## src/rtl/shift_arbiter_if.sv

```systemverilog
// Handshake/bus bundle between the two shift requesters, the shared shifter and
// the result consumer.
`default_nettype none

interface shift_arbiter_if #(
  parameter int WIDTH = 32,
  parameter int AMT_W = 5,
  parameter int CNT_W = 16
);
  logic             r0_valid;
  logic             r0_ready;
  logic [WIDTH-1:0] r0_data;
  logic [AMT_W-1:0] r0_amt;
  logic             r1_valid;
  logic             r1_ready;
  logic [WIDTH-1:0] r1_data;
  logic [AMT_W-1:0] r1_amt;
  logic [WIDTH-1:0] sh_data;
  logic [AMT_W-1:0] sh_amt;
  logic [WIDTH-1:0] sh_out;
  logic             res_valid;
  logic             res_ready;
  logic [WIDTH-1:0] res_data;
  logic             res_id;
  logic             busy;
  logic [CNT_W-1:0] op_count;

  // Environment side: requesters, shifter instance and result consumer.
  modport master (
    output r0_valid, r0_data, r0_amt,
    output r1_valid, r1_data, r1_amt,
    output sh_out, res_ready,
    input  r0_ready, r1_ready, sh_data, sh_amt,
    input  res_valid, res_data, res_id, busy, op_count
  );

  modport slave (
    input  r0_valid, r0_data, r0_amt,
    input  r1_valid, r1_data, r1_amt,
    input  sh_out, res_ready,
    output r0_ready, r1_ready, sh_data, sh_amt,
    output res_valid, res_data, res_id, busy, op_count
  );
endinterface

`default_nettype wire

```

## src/rtl/shift_arbiter.sv

```systemverilog
// Two-requester arbiter for one shared barrel left shifter with a one-entry result
// register. Define SHIFT_ARB_FIXED_PRIO_EN to make requester 0 win every tie.
`default_nettype none

module shift_arbiter #(
  parameter int WIDTH = 32,
  parameter int AMT_W = 5,
  parameter int CNT_W = 16
) (
  input  wire         clk_i,
  input  wire         rst_ni,
  shift_arbiter_if.slave bus
);

  logic             res_valid_q, res_valid_d;
  logic [WIDTH-1:0] res_data_q,  res_data_d;
  logic             res_id_q,    res_id_d;
  logic             last_grant_q, last_grant_d;
  logic [CNT_W-1:0] op_count_q,  op_count_d;

  logic             any_valid;
  logic             grant_id;
  logic             can_accept;
  logic             xfer;

  assign any_valid  = bus.r0_valid | bus.r1_valid;
  assign can_accept = ~res_valid_q | bus.res_ready;
  assign xfer       = any_valid & can_accept;

  // Grant id is only meaningful while any_valid is high.
  always_comb begin
    grant_id = 1'b0;
    if (bus.r0_valid && bus.r1_valid) begin
`ifdef SHIFT_ARB_FIXED_PRIO_EN
      grant_id = 1'b0;
`else
      grant_id = ~last_grant_q;
`endif
    end else if (bus.r1_valid) begin
      grant_id = 1'b1;
    end
  end

  assign bus.r0_ready = can_accept & any_valid & ~grant_id;
  assign bus.r1_ready = can_accept & any_valid &  grant_id;

  always_comb begin
    bus.sh_data = '0;
    bus.sh_amt  = '0;
    if (any_valid) begin
      bus.sh_data = grant_id ? bus.r1_data : bus.r0_data;
      bus.sh_amt  = grant_id ? bus.r1_amt  : bus.r0_amt;
    end
  end

  always_comb begin
    res_valid_d  = res_valid_q;
    res_data_d   = res_data_q;
    res_id_d     = res_id_q;
    last_grant_d = last_grant_q;
    op_count_d   = op_count_q;
    if (xfer) begin
      res_valid_d  = 1'b1;
      res_data_d   = bus.sh_out;
      res_id_d     = grant_id;
      last_grant_d = grant_id;
      op_count_d   = op_count_q + {{(CNT_W-1){1'b0}}, 1'b1};
    end else if (bus.res_ready) begin
      res_valid_d  = 1'b0;
    end
  end

  // last_grant resets to 1 so requester 0 takes the first tie.
  always_ff @(posedge clk_i or negedge rst_ni) begin
    if (!rst_ni) begin
      res_valid_q  <= 1'b0;
      res_data_q   <= '0;
      res_id_q     <= 1'b0;
      last_grant_q <= 1'b1;
      op_count_q   <= '0;
    end else begin
      res_valid_q  <= res_valid_d;
      res_data_q   <= res_data_d;
      res_id_q     <= res_id_d;
      last_grant_q <= last_grant_d;
      op_count_q   <= op_count_d;
    end
  end

  assign bus.res_valid = res_valid_q;
  assign bus.res_data  = res_data_q;
  assign bus.res_id    = res_id_q;
  assign bus.op_count  = op_count_q;
  assign bus.busy      = res_valid_q | any_valid;

`ifndef SYNTHESIS
  a_ready_onehot: assert property (@(posedge clk_i) disable iff (!rst_ni)
    !(bus.r0_ready && bus.r1_ready));

  a_res_stable: assert property (@(posedge clk_i) disable iff (!rst_ni)
    (res_valid_q && !bus.res_ready) |=>
      (res_valid_q && $stable(res_data_q) && $stable(res_id_q)));
`endif

endmodule

`default_nettype wire

```

## src/flat_wrapper.sv

```systemverilog
// flat-port wrapper written by rule: the top's interface ports become plain ports
module shift_arbiter_flat 
#(
  parameter int WIDTH = 32,
  parameter int AMT_W = 5,
  parameter int CNT_W = 16
)
  (clk_i, rst_ni, bus_r0_valid, bus_r0_data, bus_r0_amt, bus_r1_valid, bus_r1_data, bus_r1_amt, bus_sh_out, bus_res_ready, bus_r0_ready, bus_r1_ready, bus_sh_data, bus_sh_amt, bus_res_valid, bus_res_data, bus_res_id, bus_busy, bus_op_count);
  shift_arbiter_if #(.WIDTH(WIDTH), .AMT_W(AMT_W), .CNT_W(CNT_W)) bus_i ();
  input  wire clk_i;
  input  wire rst_ni;
  input wire logic [$bits(bus_i.r0_valid)-1:0] bus_r0_valid;
  input wire logic [$bits(bus_i.r0_data)-1:0] bus_r0_data;
  input wire logic [$bits(bus_i.r0_amt)-1:0] bus_r0_amt;
  input wire logic [$bits(bus_i.r1_valid)-1:0] bus_r1_valid;
  input wire logic [$bits(bus_i.r1_data)-1:0] bus_r1_data;
  input wire logic [$bits(bus_i.r1_amt)-1:0] bus_r1_amt;
  input wire logic [$bits(bus_i.sh_out)-1:0] bus_sh_out;
  input wire logic [$bits(bus_i.res_ready)-1:0] bus_res_ready;
  output wire logic [$bits(bus_i.r0_ready)-1:0] bus_r0_ready;
  output wire logic [$bits(bus_i.r1_ready)-1:0] bus_r1_ready;
  output wire logic [$bits(bus_i.sh_data)-1:0] bus_sh_data;
  output wire logic [$bits(bus_i.sh_amt)-1:0] bus_sh_amt;
  output wire logic [$bits(bus_i.res_valid)-1:0] bus_res_valid;
  output wire logic [$bits(bus_i.res_data)-1:0] bus_res_data;
  output wire logic [$bits(bus_i.res_id)-1:0] bus_res_id;
  output wire logic [$bits(bus_i.busy)-1:0] bus_busy;
  output wire logic [$bits(bus_i.op_count)-1:0] bus_op_count;
  assign bus_i.r0_valid = bus_r0_valid;
  assign bus_i.r0_data = bus_r0_data;
  assign bus_i.r0_amt = bus_r0_amt;
  assign bus_i.r1_valid = bus_r1_valid;
  assign bus_i.r1_data = bus_r1_data;
  assign bus_i.r1_amt = bus_r1_amt;
  assign bus_i.sh_out = bus_sh_out;
  assign bus_i.res_ready = bus_res_ready;
  assign bus_r0_ready = bus_i.r0_ready;
  assign bus_r1_ready = bus_i.r1_ready;
  assign bus_sh_data = bus_i.sh_data;
  assign bus_sh_amt = bus_i.sh_amt;
  assign bus_res_valid = bus_i.res_valid;
  assign bus_res_data = bus_i.res_data;
  assign bus_res_id = bus_i.res_id;
  assign bus_busy = bus_i.busy;
  assign bus_op_count = bus_i.op_count;
  shift_arbiter #(.WIDTH(WIDTH), .AMT_W(AMT_W), .CNT_W(CNT_W)) u_core (.clk_i(clk_i), .rst_ni(rst_ni), .bus(bus_i));
endmodule
```

## config.mk

```make
export PLATFORM = sky130hd
export DESIGN_NAME = shift_arbiter_flat
export DESIGN_NICKNAME = d
export VERILOG_FILES = /design/src/rtl/shift_arbiter_if.sv /design/src/rtl/shift_arbiter.sv /design/src/flat_wrapper.sv
export SDC_FILE = /design/constraint.sdc
export NUM_CORES = 1
export LEC_CHECK = 0
export BUFFER_PORTS_ARGS = -buffer_cell sky130_fd_sc_hd__buf_2
export CAP_MARGIN = 40
export CELL_PAD_IN_SITES_DETAIL_PLACEMENT = 1
export CELL_PAD_IN_SITES_GLOBAL_PLACEMENT = 2
export CORE_ASPECT_RATIO = 1.75
export CORE_MARGIN = 5
export CORE_UTILIZATION = 19
export DETAILED_ROUTE_END_ITERATION = 12
export PLACE_DENSITY = 0.85
export SYNTH_ARGS = -nofsm -noshare
export SYNTH_HDL_FRONTEND = slang
export SYNTH_SLANG_ARGS = --single-unit
```

## constraint.sdc

```tcl
create_clock -name clk_i -period 1.8 [get_ports clk_i]
set_input_delay 0.18 -clock clk_i [delete_from_list [all_inputs] [get_ports clk_i]]
set_output_delay 0.18 -clock clk_i [all_outputs]
set_load 0.01 [all_outputs]
```

==> out/results.ini <==
[synth]
synth_top_area_share_pct = 48.78
yosysSeqAreaShare_pct = 49.80
synth_nets = 441
yosysWarnings = 0
synth.distinct_cells = 25
synthCells = 329
syn_area_um2 = 2565
yosysTopAreaCell = dfrtp_1
synth-seq-cells = 51
synthTopCellsByArea = dfrtp_1, nand2_1, o21ai_1
avgSynthCellArea_um2 = 7.796

[placement]
dp_cells = 692
gp_routability_congestion = 0.8604
port_buffers = 200
place_ws_ps = 260.5
hpwlAfterDp_mm = 8.318
dpl_cell_area_um2 = 3806

[min_path]
hold_class = input pin to async pin

[timing]
period_minus_slack_ps = 1710
rsz0062_at_grt = no
skew_ps = 6.370
maxSlewViolCount = 0
relSlewSlack_pct = 54.80
finalHoldViolations = 12
worst_pin_slew_ps = 678.0
finalSetupViolations = 0
timing.hold.ws_ps = -10.19
timing.final.crit_share_pct = 95.02
fin_ws_ps = 89.68
clock.fmax_mhz = 584.7
setup_tns_ps = 0

[die]
ios = 201
start_util_pct = 19.27
die_w_um = 97.83
core_um2 = 13310
fp-row-count = 56
dieArea_um2 = 16020
die_h_um = 163.7

[power_and_ir_drop]
p_leak_nw = 2.226
ir_drop_mv = 0.6676
p_per_area_nw_per_um2 = 900.1
power_mw = 3.616

[run_status]
violations = negative hold slack
status = finished with violations

[critical_path]
reg2reg_to = u_core.bus.op_count[14]$_DFFE_PN0P_
crit_path_end_kind = primary output
regToRegSetupSlack_ps = 280
reg2reg_depth = 5
r2r_start = u_core.bus.op_count[0]$_DFFE_PN0P_
critPathKind = flip-flop to primary output
critical_path_required_ps = 1620
critPathMaxFanout = 8
start_kind = flip-flop
arrival_ps = 1530
crit_start = u_core.last_grant_q$_DFFE_PN1P_

[final_layout]
antenna_cells = 0
final_common_cell = buf_2
post-route-util_pct = 30.18
drive_gt1_share_pct = 42.72
final_cell_mix = buf_2, nand2_1, dfrtp_1
layout.cells.non_filler = 703
fill_cells = 1711
nNetsFinal = 640
syn_to_final_growth_pct = 56.63
final_area_um2 = 4018

[drt]
vias = 2987
via_per_inst = 4.249
wirelength_mm = 10.15
drtPass1Iterations = 3
wl_per_cell_um = 14.43
drc_errors = 0
ant_nets = 0
drt-initial-drc-count = 52

[clock_tree]
insertion_delay_ps = 290
cts_hold_buf = 0
cts-root-buf = clkbuf_16
clock_sinks = 51
cts_tree = built
cts_max_level = 2
cts.clk_slew.worst_paths_ps = 70
cts_buffer_depth = 2
cts_buffers = 5

[global_routing]
grt.overflow.total = 0
grt_max_degree = 52
grt_pass1_wl_mm = 16.17
track_usage_pct = 12.45
antenna_found_initial = 0
grt_pass1_vias = 3278

[run]
maxCapViolCount = 0

-- what timing repair did --
| action | CTS | global route |
|---|---|---|
| resized for setup | 0 | 1 |
| pin swaps | 1 | 0 |
| buffers inserted | 3 | 0 |
| endpoints found under the setup margin | 5 | 1 |
-- worst max-delay path: stages, from the launching register on --
cell	delay (ps)
dfstp_2	560
a21boi_4	60
buf_12	140
buf_4	140
o21ai_2	190
buf_2	170
-- power by group --
part / total, mW / switching (mW) / leakage, nW / internal (mW)
Combinational: 1.04 / 0.575 / 1.51 / 0.462
Sequential: 1.48 / 0.159 / 0.635 / 1.32
Clock: 1.10 / 0.439 / 0.0844 / 0.664
Total: 3.62 / 1.17 / 2.23 / 2.44
-- final cells by class --
class                           count  area (µm²)  share of cell area [%]
Clock buffer                        5       125.1                   3.114
Tap cell                          174       217.7                   5.419
Sequential cell                    51        1277                   31.80
Timing Repair Buffer              210        1126                   28.03
Multi-Input combinational cell    260        1224                   30.46
Clock inverter                      3       47.55                   1.183
-- worst max-delay path by stage --
stage / end / slack, ps
after detailed placement: u_core.bus.res_data[18]$_DFFE_PN0P_ / 260
final: bus_sh_data[3] / 90
after CTS: bus_sh_data[3] / 20
after global placement: u_core.bus.op_count[10]$_DFFE_PN0P_ / 300
after floorplan: u_core.bus.op_count[10]$_DFFE_PN0P_ / 400
after global routing: bus_sh_amt[3] / 3
-- cells by family after synthesis --
kind of cell / share of synthesized area, %
simple gates: 32.64
buf+inv: 3.073
xor+xnor: 5.122
compound gates: 8.439
mux: 0.4390
flops: 49.81
fa+ha+maj: 0.4877
-- flip-flops by register name, indices dropped and copies added, names as in the netlist --
register              flops
u_core.bus.res_valid      1
u_core.bus.res_data      32
u_core.bus.op_count      16
u_core.bus.res_id         1
u_core.last_grant_q       1
-- per-layer routing --
layer | track usage [%] | part of all wire, % | vias up
met5 | 0 | 0 | -
met1 | 12.26 | 35 | 1407
met4 | 4.159 | 1.9 | 0
met2 | 24.63 | 56 | 129
met3 | 3.315 | 6.8 | 11
li1 | - | - | 1440
-- synthesized netlist by cell type (all sizes together) --
cell,count
nand2b,1
clkbuf,8
mux2,1
or3,1
dfstp,1
xnor2,15
nor2,4
and2,2
and3,1
nand2,177
a21o,2
and2b,1
dfrtp,50
ha,1
nand3,6
buf,10
a21boi,1
and4,1
nor4,1
nor3,1
nand4,6
o21ai,38
Note: power is estimated with default switching activity, not from simulation.
